<file path="config.mk">
export PLATFORM = sky130hd
export DESIGN_NAME = instr_serializer
export DESIGN_NICKNAME = d
export VERILOG_FILES = /design/src/rtl/instr_link_pkg.sv /design/src/rtl/instr_fifo.sv /design/src/rtl/instr_serializer.sv
export SDC_FILE = /design/constraint.sdc
export NUM_CORES = 1
export LEC_CHECK = 0
export CAP_MARGIN = 20
export CORE_ASPECT_RATIO = 1.25
export CORE_UTILIZATION = 40
export CTS_CLUSTER_DIAMETER = 80
export DETAILED_ROUTE_END_ITERATION = 8
export GPL_ROUTABILITY_DRIVEN = 1
export PLACE_DENSITY = 0.68
export SLEW_MARGIN = 20
export SYNTH_ARGS = -nofsm -noshare
export SYNTH_HDL_FRONTEND = slang
export SYNTH_SLANG_ARGS = --single-unit
</file>
<file path="constraint.sdc">
create_clock -name clk -period 6.3 [get_ports clk]
set_input_delay 1.26 -clock clk [delete_from_list [all_inputs] [get_ports clk]]
set_output_delay 1.26 -clock clk [all_outputs]
set_load 0.05 [all_outputs]
</file>
<file path="src/rtl/instr_link_pkg.sv">
// ----------------------------------------------------------------------------
// instr_link_pkg
// Shared definitions for the host-to-pump instruction link:
//   INSTR_W   - instruction word width carried by the link
//   SYM_*     - 2-bit link symbols, one per UART byte
//   state_e   - serializer FSM states
// ----------------------------------------------------------------------------
package instr_link_pkg;

    localparam int INSTR_W = 13;

    localparam logic [1:0] SYM_ZERO = 2'b00;
    localparam logic [1:0] SYM_ONE  = 2'b01;
    localparam logic [1:0] SYM_LOAD = 2'b10;
    localparam logic [1:0] SYM_RUN  = 2'b11;

    typedef enum logic [2:0] {
        ST_IDLE  = 3'd0,
        ST_REARM = 3'd1,
        ST_POP   = 3'd2,
        ST_BIT   = 3'd3,
        ST_RUN   = 3'd4,
        ST_WAIT  = 3'd5
    } state_e;

endpackage

</file>
<file path="src/rtl/instr_fifo.sv">
// ----------------------------------------------------------------------------
// instr_fifo
// Synchronous single-clock FIFO holding queued instruction words.
// Ports:
//   clk, rst       - clock, synchronous active-high reset (empties the queue)
//   wr_en, wr_data - push; ignored while full (even with a pop that cycle)
//   rd_en          - pop the head word; ignored while empty
//   head           - word at the head of the queue
//   empty, full    - decoded from the registered occupancy counter
// ----------------------------------------------------------------------------
module instr_fifo #(
    parameter int DEPTH  = 16,
    parameter int DATA_W = 13
) (
    input  logic              clk,
    input  logic              rst,
    input  logic              wr_en,
    input  logic [DATA_W-1:0] wr_data,
    input  logic              rd_en,
    output logic [DATA_W-1:0] head,
    output logic              empty,
    output logic              full
);

    localparam int AW = $clog2(DEPTH);
    localparam int CW = AW + 1;

    logic [DATA_W-1:0] mem_q [DEPTH];
    logic [AW-1:0]     wr_ptr_q;
    logic [AW-1:0]     rd_ptr_q;
    logic [CW-1:0]     count_q;
    logic              wr_ok;
    logic              rd_ok;

    assign full  = (count_q == CW'(DEPTH));
    assign empty = (count_q == '0);
    assign wr_ok = wr_en && !full;
    assign rd_ok = rd_en && !empty;
    assign head  = mem_q[rd_ptr_q];

    // Pointers wrap naturally because DEPTH is a power of two.
    always_ff @(posedge clk) begin
        if (rst) begin
            wr_ptr_q <= '0;
            rd_ptr_q <= '0;
            count_q  <= '0;
        end else begin
            if (wr_ok) wr_ptr_q <= wr_ptr_q + 1'b1;
            if (rd_ok) rd_ptr_q <= rd_ptr_q + 1'b1;
            unique case ({wr_ok, rd_ok})
                2'b10:   count_q <= count_q + 1'b1;
                2'b01:   count_q <= count_q - 1'b1;
                default: count_q <= count_q;
            endcase
        end
    end

    always_ff @(posedge clk) begin
        if (wr_ok) mem_q[wr_ptr_q] <= wr_data;
    end

endmodule

</file>
<file path="src/rtl/instr_serializer.sv">
// ----------------------------------------------------------------------------
// instr_serializer
// Queues 13-bit instructions and serializes each one MSB-first into 2-bit
// link symbols (one per UART byte), followed by a run marker once the queue
// drains.
// Ports:
//   clk, rst          - clock, synchronous active-high reset
//   wr_en, wr_data    - queue an instruction (dropped while full)
//   full              - queue holds DEPTH words
//   go                - start a batch (ignored while busy)
//   busy              - batch in progress
//   tx_start, tx_sym  - symbol handshake to the UART transmitter
//   tx_done_tick      - transmitter finished the current byte
//   sent_count        - complete words sent since reset (wraps)
// Build option:
//   INSTR_SERIALIZER_REARM_EN - each batch is preceded by a re-arm/load
//                               symbol (10) that returns the receiver to
//                               load state.
// ----------------------------------------------------------------------------
module instr_serializer
    import instr_link_pkg::*;
#(
    parameter int DEPTH = 16,
    parameter int IW    = INSTR_W
) (
    input  logic          clk,
    input  logic          rst,
    input  logic          wr_en,
    input  logic [IW-1:0] wr_data,
    output logic          full,
    input  logic          go,
    output logic          busy,
    output logic          tx_start,
    output logic [1:0]    tx_sym,
    input  logic          tx_done_tick,
    output logic [7:0]    sent_count
);

    localparam int IDXW = $clog2(IW);

    state_e          state_q, state_d;
    logic [1:0]      sym_q,   sym_d;
    logic [7:0]      cnt_q,   cnt_d;
    logic [IW-1:0]   shreg_q, shreg_d;
    logic [IDXW-1:0] idx_q,   idx_d;

    logic            pop;
    logic            fifo_empty;
    logic [IW-1:0]   fifo_head;

    instr_fifo #(
        .DEPTH  (DEPTH),
        .DATA_W (IW)
    ) u_fifo (
        .clk     (clk),
        .rst     (rst),
        .wr_en   (wr_en),
        .wr_data (wr_data),
        .rd_en   (pop),
        .head    (fifo_head),
        .empty   (fifo_empty),
        .full    (full)
    );

    always_comb begin
        state_d = state_q;
        sym_d   = sym_q;
        cnt_d   = cnt_q;
        shreg_d = shreg_q;
        idx_d   = idx_q;
        pop     = 1'b0;

        unique case (state_q)
            ST_IDLE: begin
                if (go) begin
`ifdef INSTR_SERIALIZER_REARM_EN
                    state_d = ST_REARM;
`else
                    state_d = fifo_empty ? ST_RUN : ST_POP;
`endif
                end
            end
            ST_REARM: begin
                sym_d   = SYM_LOAD;
                state_d = ST_WAIT;
            end
            ST_POP: begin
                shreg_d = fifo_head;
                idx_d   = IDXW'(IW - 1);
                pop     = 1'b1;
                state_d = ST_BIT;
            end
            ST_BIT: begin
                sym_d   = {1'b0, shreg_q[idx_q]};
                state_d = ST_WAIT;
            end
            ST_RUN: begin
                sym_d   = SYM_RUN;
                state_d = ST_WAIT;
            end
            ST_WAIT: begin
                // The symbol still held on tx_sym tells us which byte just
                // completed, so no separate "return state" register is needed.
                if (tx_done_tick) begin
                    if (sym_q == SYM_RUN) begin
                        state_d = ST_IDLE;
`ifdef INSTR_SERIALIZER_REARM_EN
                    end else if (sym_q == SYM_LOAD) begin
                        state_d = fifo_empty ? ST_RUN : ST_POP;
`endif
                    end else if (idx_q != '0) begin
                        idx_d   = idx_q - 1'b1;
                        state_d = ST_BIT;
                    end else begin
                        cnt_d   = cnt_q + 8'd1;
                        state_d = fifo_empty ? ST_RUN : ST_POP;
                    end
                end
            end
            default: state_d = ST_IDLE;
        endcase
    end

    // Control state: reset applies here only.
    always_ff @(posedge clk) begin
        if (rst) begin
            state_q <= ST_IDLE;
            sym_q   <= SYM_ZERO;
            cnt_q   <= 8'd0;
        end else begin
            state_q <= state_d;
            sym_q   <= sym_d;
            cnt_q   <= cnt_d;
        end
    end

    // Word datapath: always loaded in POP before use, so left unreset.
    always_ff @(posedge clk) begin
        shreg_q <= shreg_d;
        idx_q   <= idx_d;
    end

    assign busy       = (state_q != ST_IDLE);
    assign tx_start   = (state_q == ST_BIT) || (state_q == ST_RUN) ||
                        (state_q == ST_REARM);
    // While issuing, present the new symbol; otherwise hold the last one.
    assign tx_sym     = tx_start ? sym_d : sym_q;
    assign sent_count = cnt_q;

endmodule

</file>
==> impl_metrics.csv, run 1 <==
group,metric,value,unit
outcome,status,"finished clean",
timing,fin_setup_tns,0,ns
yosys,ys_types,57,
hold_path,hp-class,"register to register",
critical_path,worstPathArrival,2.85,ns
timing,worst_pin_slew,0.962,ns
critical_path,reg2reg_to,"u_fifo.count_q[4]",
floorplan,initial_core_util,0.406,
timing,drv_slew,0,
critical_path,cp_max_fo,6,
final_layout,fillers,2033,
detailed_routing,ant_nets,0,
yosys,syn_inst,537,
yosys,synth-simple-area-share,0.0484,
timing,period_needed,4.11,ns
yosys,synth_mux_area_frac,0.155,
power_and_ir_drop,p_per_area,350,nW/µm²
final_layout,fin_nets,600,
clock_network,hold_buffers,0,
yosys,synth_compound_area_frac,0.0337,
critical_path,r2r-start,"u_fifo.count_q[1]",
critical_path,crit_end,"tx_sym[0]",
yosys,synth_xor_area_frac,0.0120,
global_routing,grt_pass1_wl,30100,µm
critical_path,r2r_cells,9,
power_and_ir_drop,leakage,3.61,nW
clock_network,cts_setup_buffers,0,
place,io_buffer_count,30,
floorplan,die_w,145,µm
detailed_routing,via_count,4979,
job,cap_viol_max_count,0,
yosys,synth_top_family_by_area,"multiplexers",
yosys,synth_top_area_frac,0.662,
detailed_routing,route.detailed.drc,0,
timing,finalHoldViolations,0,
detailed_routing,first_pass_iters,5,
clock_network,root_buffer,"clkbuf_16",
floorplan,core_area,25100,µm²
global_routing,grt_pass1_vias,5214,
clock_network,clock_latency,0.50,ns
detailed_routing,first_iter_violations,391,
yosys,synth_nets,567,
yosys,synth-main-ff-cell,"edfxtp_1",
global_routing,grt_max_degree,56,
yosys,synth_area,10200,µm²
critical_path,worst-setup-path-type,"register to primary output",
final_layout,drive_gt1_frac,0.247,
timing,fin_skew,0.00748,ns
timing,rsz0062_at_grt,"no",
floorplan,die_area,26200,µm²
floorplan,die-height,181,µm
final_layout,area_growth,14.8,%
detailed_routing,post_drt_wl_per_cell,20.6,µm
yosys,yosysWarnings,0,
yosys,synth_seq_cells,251,
clock_network,post_cts_resized,0,
clock_network,cts_buffers,25,
clock_network,clockBufferDepth,3,
critical_path,r2r_slack,3.19,ns
yosys,synthAdderAreaFrac,0.0147,
yosys,synth_edf_count,225,
clock_network,clk_pin_slew,0.07,ns
floorplan,num_rows,65,
yosys,synth_area_leaders,"edfxtp_1 (66%), mux4_2 (15%), dfxtp_1 (5.1%)",
yosys,yosysSeqAreaShare,0.713,
final_layout,insertedDiodeCount,0,
yosys,synth_top_cell_by_area,"edfxtp_1",
timing,setup-violations-final,0,
detailed_routing,totalWireLength,19000,µm
clock_network,clock-sinks,251,
place,dpl.hpwl,12500,µm
timing,fmax,243,MHz
global_routing,grt-ovfl-total,0,
timing,slew_headroom,0.358,
global_routing,track_usage,0.153,
global_routing,antenna_found_initial,0,
power_and_ir_drop,ir_drop,0.000199,V
place,gp_congestion,0.802,
final_layout,post-route-util,0.466,
clock_network,cts_max_level,1,
critical_path,crit_path_start,"idx_q[0]",
critical_path,crit_path_end_kind,"primary output",
critical_path,startpoint_type,"register",
yosys,synthArstFlopShare,0,
timing,post-route-period-util,0.653,
floorplan,io_pins,31,
detailed_routing,viasPerCell,5.39,
clock_network,cts_tree,"yes",
yosys,synth_area_per_cell,19.0,µm²
critical_path,critical_path_required,5.04,ns
## power by group
group          total, mW  switching [mW]  internal [mW]
combinational      0.611           0.336          0.274
clock               1.50           0.607          0.895
sequential          1.99          0.0779           1.91
total               4.10            1.02           3.08
## cell families after synthesis
kind of cell    count (synthesis)
fa+ha+maj                      12
buf+inv                        45
simple gates                   94
xor+xnor                       14
flops                         251
mux                            73
compound gates                 48
## per-layer routing
layer,global-route usage,up-vias,share of wire
met2,0.263,131,0.52
met5,0,-,0
met4,0.0354,0,0.012
met3,0.0223,17,0.044
li1,-,2237,-
met1,0.204,2594,0.42
## stage by stage
step	cells	cell area [µm²]	setup WS [ns]	hold WS [ns]	power (mW)
2_1_floorplan	537	10200	2.70	0.514	2.48
3_3_place_gp	876	10800	2.70	0.463	2.61
3_5_place_dp	877	10800	2.54	0.478	2.63
4_1_cts	922	11700	2.15	0.486	4.13
5_1_grt	923	11700	1.99	0.520	4.26
6_report	923	11700	2.19	0.484	4.10
## synthesized netlist by cell type (2+ instances only)
library cell	number
nand3_1	3
a31oi_1	2
mux2i_1	4
xnor2_1	4
ha_1	12
dfxtp_1	26
a211o_1	3
nand2b_1	6
mux4_2	68
o21ai_0	6
inv_1	14
or3_1	6
a211oi_1	2
nor2b_1	3
and3_1	4
xor2_1	10
nand4_1	5
o31ai_1	2
a21oi_1	13
nor2_1	32
or4_1	2
o221ai_1	2
o211ai_1	3
buf_6	7
edfxtp_1	225
nor3_1	8
nand2_1	15
clkbuf_1	15
buf_2	7
## critical path, cell delays in order, from the launching register on
cell and delay (ns):
edfxtp_1 0.50, mux4_2 0.54, mux2_2 0.28, o2111ai_1 0.23, a21oi_1 0.11, clkdlybuf4s50_1 0.70
## sequential cells by signal (all words and copies together) (netlist names)
signal / count
u_fifo.wr_ptr_q: 4
sym_q: 2
sent_count: 8
u_fifo.rd_ptr_q: 4
state_q: 3
shreg_q: 13
idx_q: 4
u_fifo.mem_q: 208
u_fifo.count_q: 5
## worst min path at each step
stage / slack, ns / depth (start not counted) / to / from
2_1_floorplan: 0.51 / 2 / u_fifo.count_q[3] / u_fifo.count_q[3]
3_3_place_gp: 0.46 / 2 / sent_count[7] / sent_count[7]
3_5_place_dp: 0.48 / 2 / sent_count[7] / sent_count[7]
4_1_cts: 0.49 / 2 / sent_count[7] / sent_count[7]
5_1_grt: 0.52 / 2 / sent_count[6] / sent_count[6]
6_report: 0.48 / 2 / sent_count[7] / sent_count[7]
## layout by cell type (no fill, tap or decap), drive strengths merged, types with 2 or more instances in the layout
| cell type | instances |
|---|---|
| and3 | 4 |
| xnor2 | 4 |
| o221ai | 2 |
| a31oi | 2 |
| xor2 | 10 |
| clkinvlp | 6 |
| nor2b | 3 |
| mux2i | 4 |
| nor3 | 9 |
| nor2 | 32 |
| nand2b | 6 |
| or3 | 6 |
| clkbuf | 26 |
| ha | 12 |
| a21oi | 13 |
| bufinv | 4 |
| a211oi | 2 |
| or4 | 3 |
| o31ai | 2 |
| nand4 | 5 |
| edfxtp | 225 |
| a211o | 3 |
| clkdlybuf4s50 | 30 |
| dfxtp | 26 |
| mux4 | 68 |
| buf | 7 |
| inv | 15 |
| clkinv | 8 |
| nand3 | 4 |
| o21ai | 7 |
| o211ai | 4 |
| nand2 | 15 |
## area by class of cell
| cell class | count | area [µm²] | area share |
|---|---|---|---|
| inverters | 14 | 52.6 | 0.00449 |
| multi-input cells | 241 | 2760 | 0.236 |
| flip-flops and latches | 251 | 7280 | 0.622 |
| repair buffers | 37 | 353 | 0.0301 |
| well taps | 335 | 419 | 0.0358 |
| clock buffers | 26 | 629 | 0.0537 |
| clock inverters | 19 | 215 | 0.0184 |
(Power assumes the default switching activity.)
==> inputs of run 2 (changes only) <==
PLACE_DENSITY = 0.7   (was 0.68)
clock period = 3.6 ns   (was 6.3 ns; I/O delays follow)
==> run 2 against run 1 <==
- largest power group unchanged
- critical path depth unchanged
- worst hold slack improved by 0.016 ns
- global-route usage increased by 0.88 points
- utilization about the same
- clock skew increased by 0.0044 ns
- sequential share of layout area increased by 0.057 points
- final area about the same
- highest routed layer unchanged
- combinational power increased by 73%
==> impl_metrics.csv, run 2 (synthesized netlist as in run 1, its figures left out) <==
group,metric,value,unit
outcome,status,"finished clean",
final_layout,insertedDiodeCount,0,
floorplan,core_area,25100,µm²
hold_path,min_path_cells,2,
global_routing,track_usage,0.162,
clock_network,hold_buffers,0,
critical_path,crit_path_end_kind,"primary output",
floorplan,initial_core_util,0.406,
detailed_routing,viasPerCell,5.44,
critical_path,cp_max_fo,6,
global_routing,grt_pass1_wl,31300,µm
timing,worst_pin_slew,0.843,ns
timing,timing.hold.ws,0.501,ns
detailed_routing,totalWireLength,20100,µm
final_layout,area_growth,14.7,%
place,io_buffer_count,30,
final_layout,final_common_cell,"edfxtp_1",
final_layout,largest_reg_flops,208,
timing,drv_slew,0,
clock_network,cts_buffers,23,
critical_path,worstPathArrival,2.59,ns
job,cap_viol_max_count,0,
final_layout,post-route-util,0.466,
final_layout,fin_nets,619,
timing,fin_skew,0.0119,ns
final_layout,mostFrequentLayoutCells,"edfxtp_1 (225), mux4_2 (68), nor2_1 (32)",
clock_network,clockBufferDepth,3,
place,dpl.hpwl,13100,µm
timing,post-route-period-util,0.920,
power_and_ir_drop,p_per_area,581,nW/µm²
timing,setup-violations-final,0,
critical_path,r2r_cells,10,
hold_path,hp-class,"register to register",
timing,fin_setup_tns,0,ns
critical_path,r2r_slack,0.60,ns
floorplan,die_w,145,µm
floorplan,die_area,26200,µm²
clock_network,clock-sinks,251,
critical_path,critical_path_required,2.88,ns
clock_network,cts_setup_buffers,0,
floorplan,die-height,181,µm
detailed_routing,via_count,5123,
critical_path,worst-setup-path-type,"register to primary output",
clock_network,root_buffer,"clkbuf_16",
timing,finalHoldViolations,0,
floorplan,io_pins,31,
clock_network,cts_max_level,1,
detailed_routing,first_pass_iters,4,
timing,period_needed,3.31,ns
timing,fmax,302,MHz
global_routing,antenna_found_initial,0,
detailed_routing,ant_nets,0,
critical_path,startpoint_type,"register",
power_and_ir_drop,ir_drop,0.000288,V
final_layout,drive_gt1_frac,0.249,
global_routing,grt_max_degree,44,
detailed_routing,first_iter_violations,387,
clock_network,cts_tree,"yes",
power_and_ir_drop,leakage,3.70,nW
clock_network,clock_latency,0.51,ns
timing,slew_headroom,0.437,
place,gp_congestion,0.784,
global_routing,grt-ovfl-total,0,
detailed_routing,route.detailed.drc,0,
final_layout,largest_register,"u_fifo.mem_q",
detailed_routing,post_drt_wl_per_cell,21.4,µm
floorplan,num_rows,65,
clock_network,clk_pin_slew,0.06,ns
timing,rsz0062_at_grt,"no",
global_routing,grt_pass1_vias,5473,
## run 2: cell types whose count changed in the layout (fill, tap and decap cells not counted), sizes merged
cell,before,now
clkdlybuf4s50,30,29
dlygate4sd2,0,1
clkinvlp,6,1
clkinv,8,14
buf,7,28
bufinv,4,1
clkbuf,26,25
## run 2: final timing paths
path	startpoint	to
hold / removal	sent_count[7]	sent_count[7]
setup reg to reg	u_fifo.count_q[1]	u_fifo.count_q[4]
setup / recovery	idx_q[0]	tx_sym[0]
hold reg to reg	sent_count[7]	sent_count[7]
## run 2: final cells by class
cell class,count,area [µm²]
Timing Repair Buffer,58,534
Tap cell,335,419
Sequential cell,251,7280
Clock buffer,25,583
Fill cell,2040,13400
Inverter,14,52.6
Clock inverter,17,114
Multi-Input combinational cell,241,2720
## run 2: what timing repair did
item,CTS,global route
gates resized for setup,1,0
hold endpoints to repair,0,0
setup endpoints to repair,1,0
## run 2: per-layer routing
layer,track usage,vias to the layer above,part of all wire
met1,0.193,2669,0.38
met5,0,-,0
met2,0.295,141,0.54
li1,-,2269,-
met3,0.0218,44,0.041
met4,0.0568,0,0.032
## run 2: per-stage QoR
stage	std cells	instance area, µm²	power, mW	worst slack (ns)
floorplan	537	10200	4.34	0.00289
global placement	899	11000	4.58	0.573
detailed placement	899	11000	4.62	0.406
CTS	941	11700	6.87	0.266
global route	941	11700	7.08	0.183
finish	941	11700	6.80	0.288
## run 2: worst max-delay path, stage by stage (launching register included)
cell	delay, ns
edfxtp_1	0.49
mux4_2	0.54
mux2_2	0.27
o2111ai_1	0.24
a21oi_1	0.11
dlygate4sd2_1	0.44
## run 2: report_power, final
part	switching [mW]	internal [mW]	total, mW
sequential	0.151	3.34	3.49
combinational	0.571	0.490	1.06
clock	1.01	1.25	2.26
total	1.73	5.07	6.80
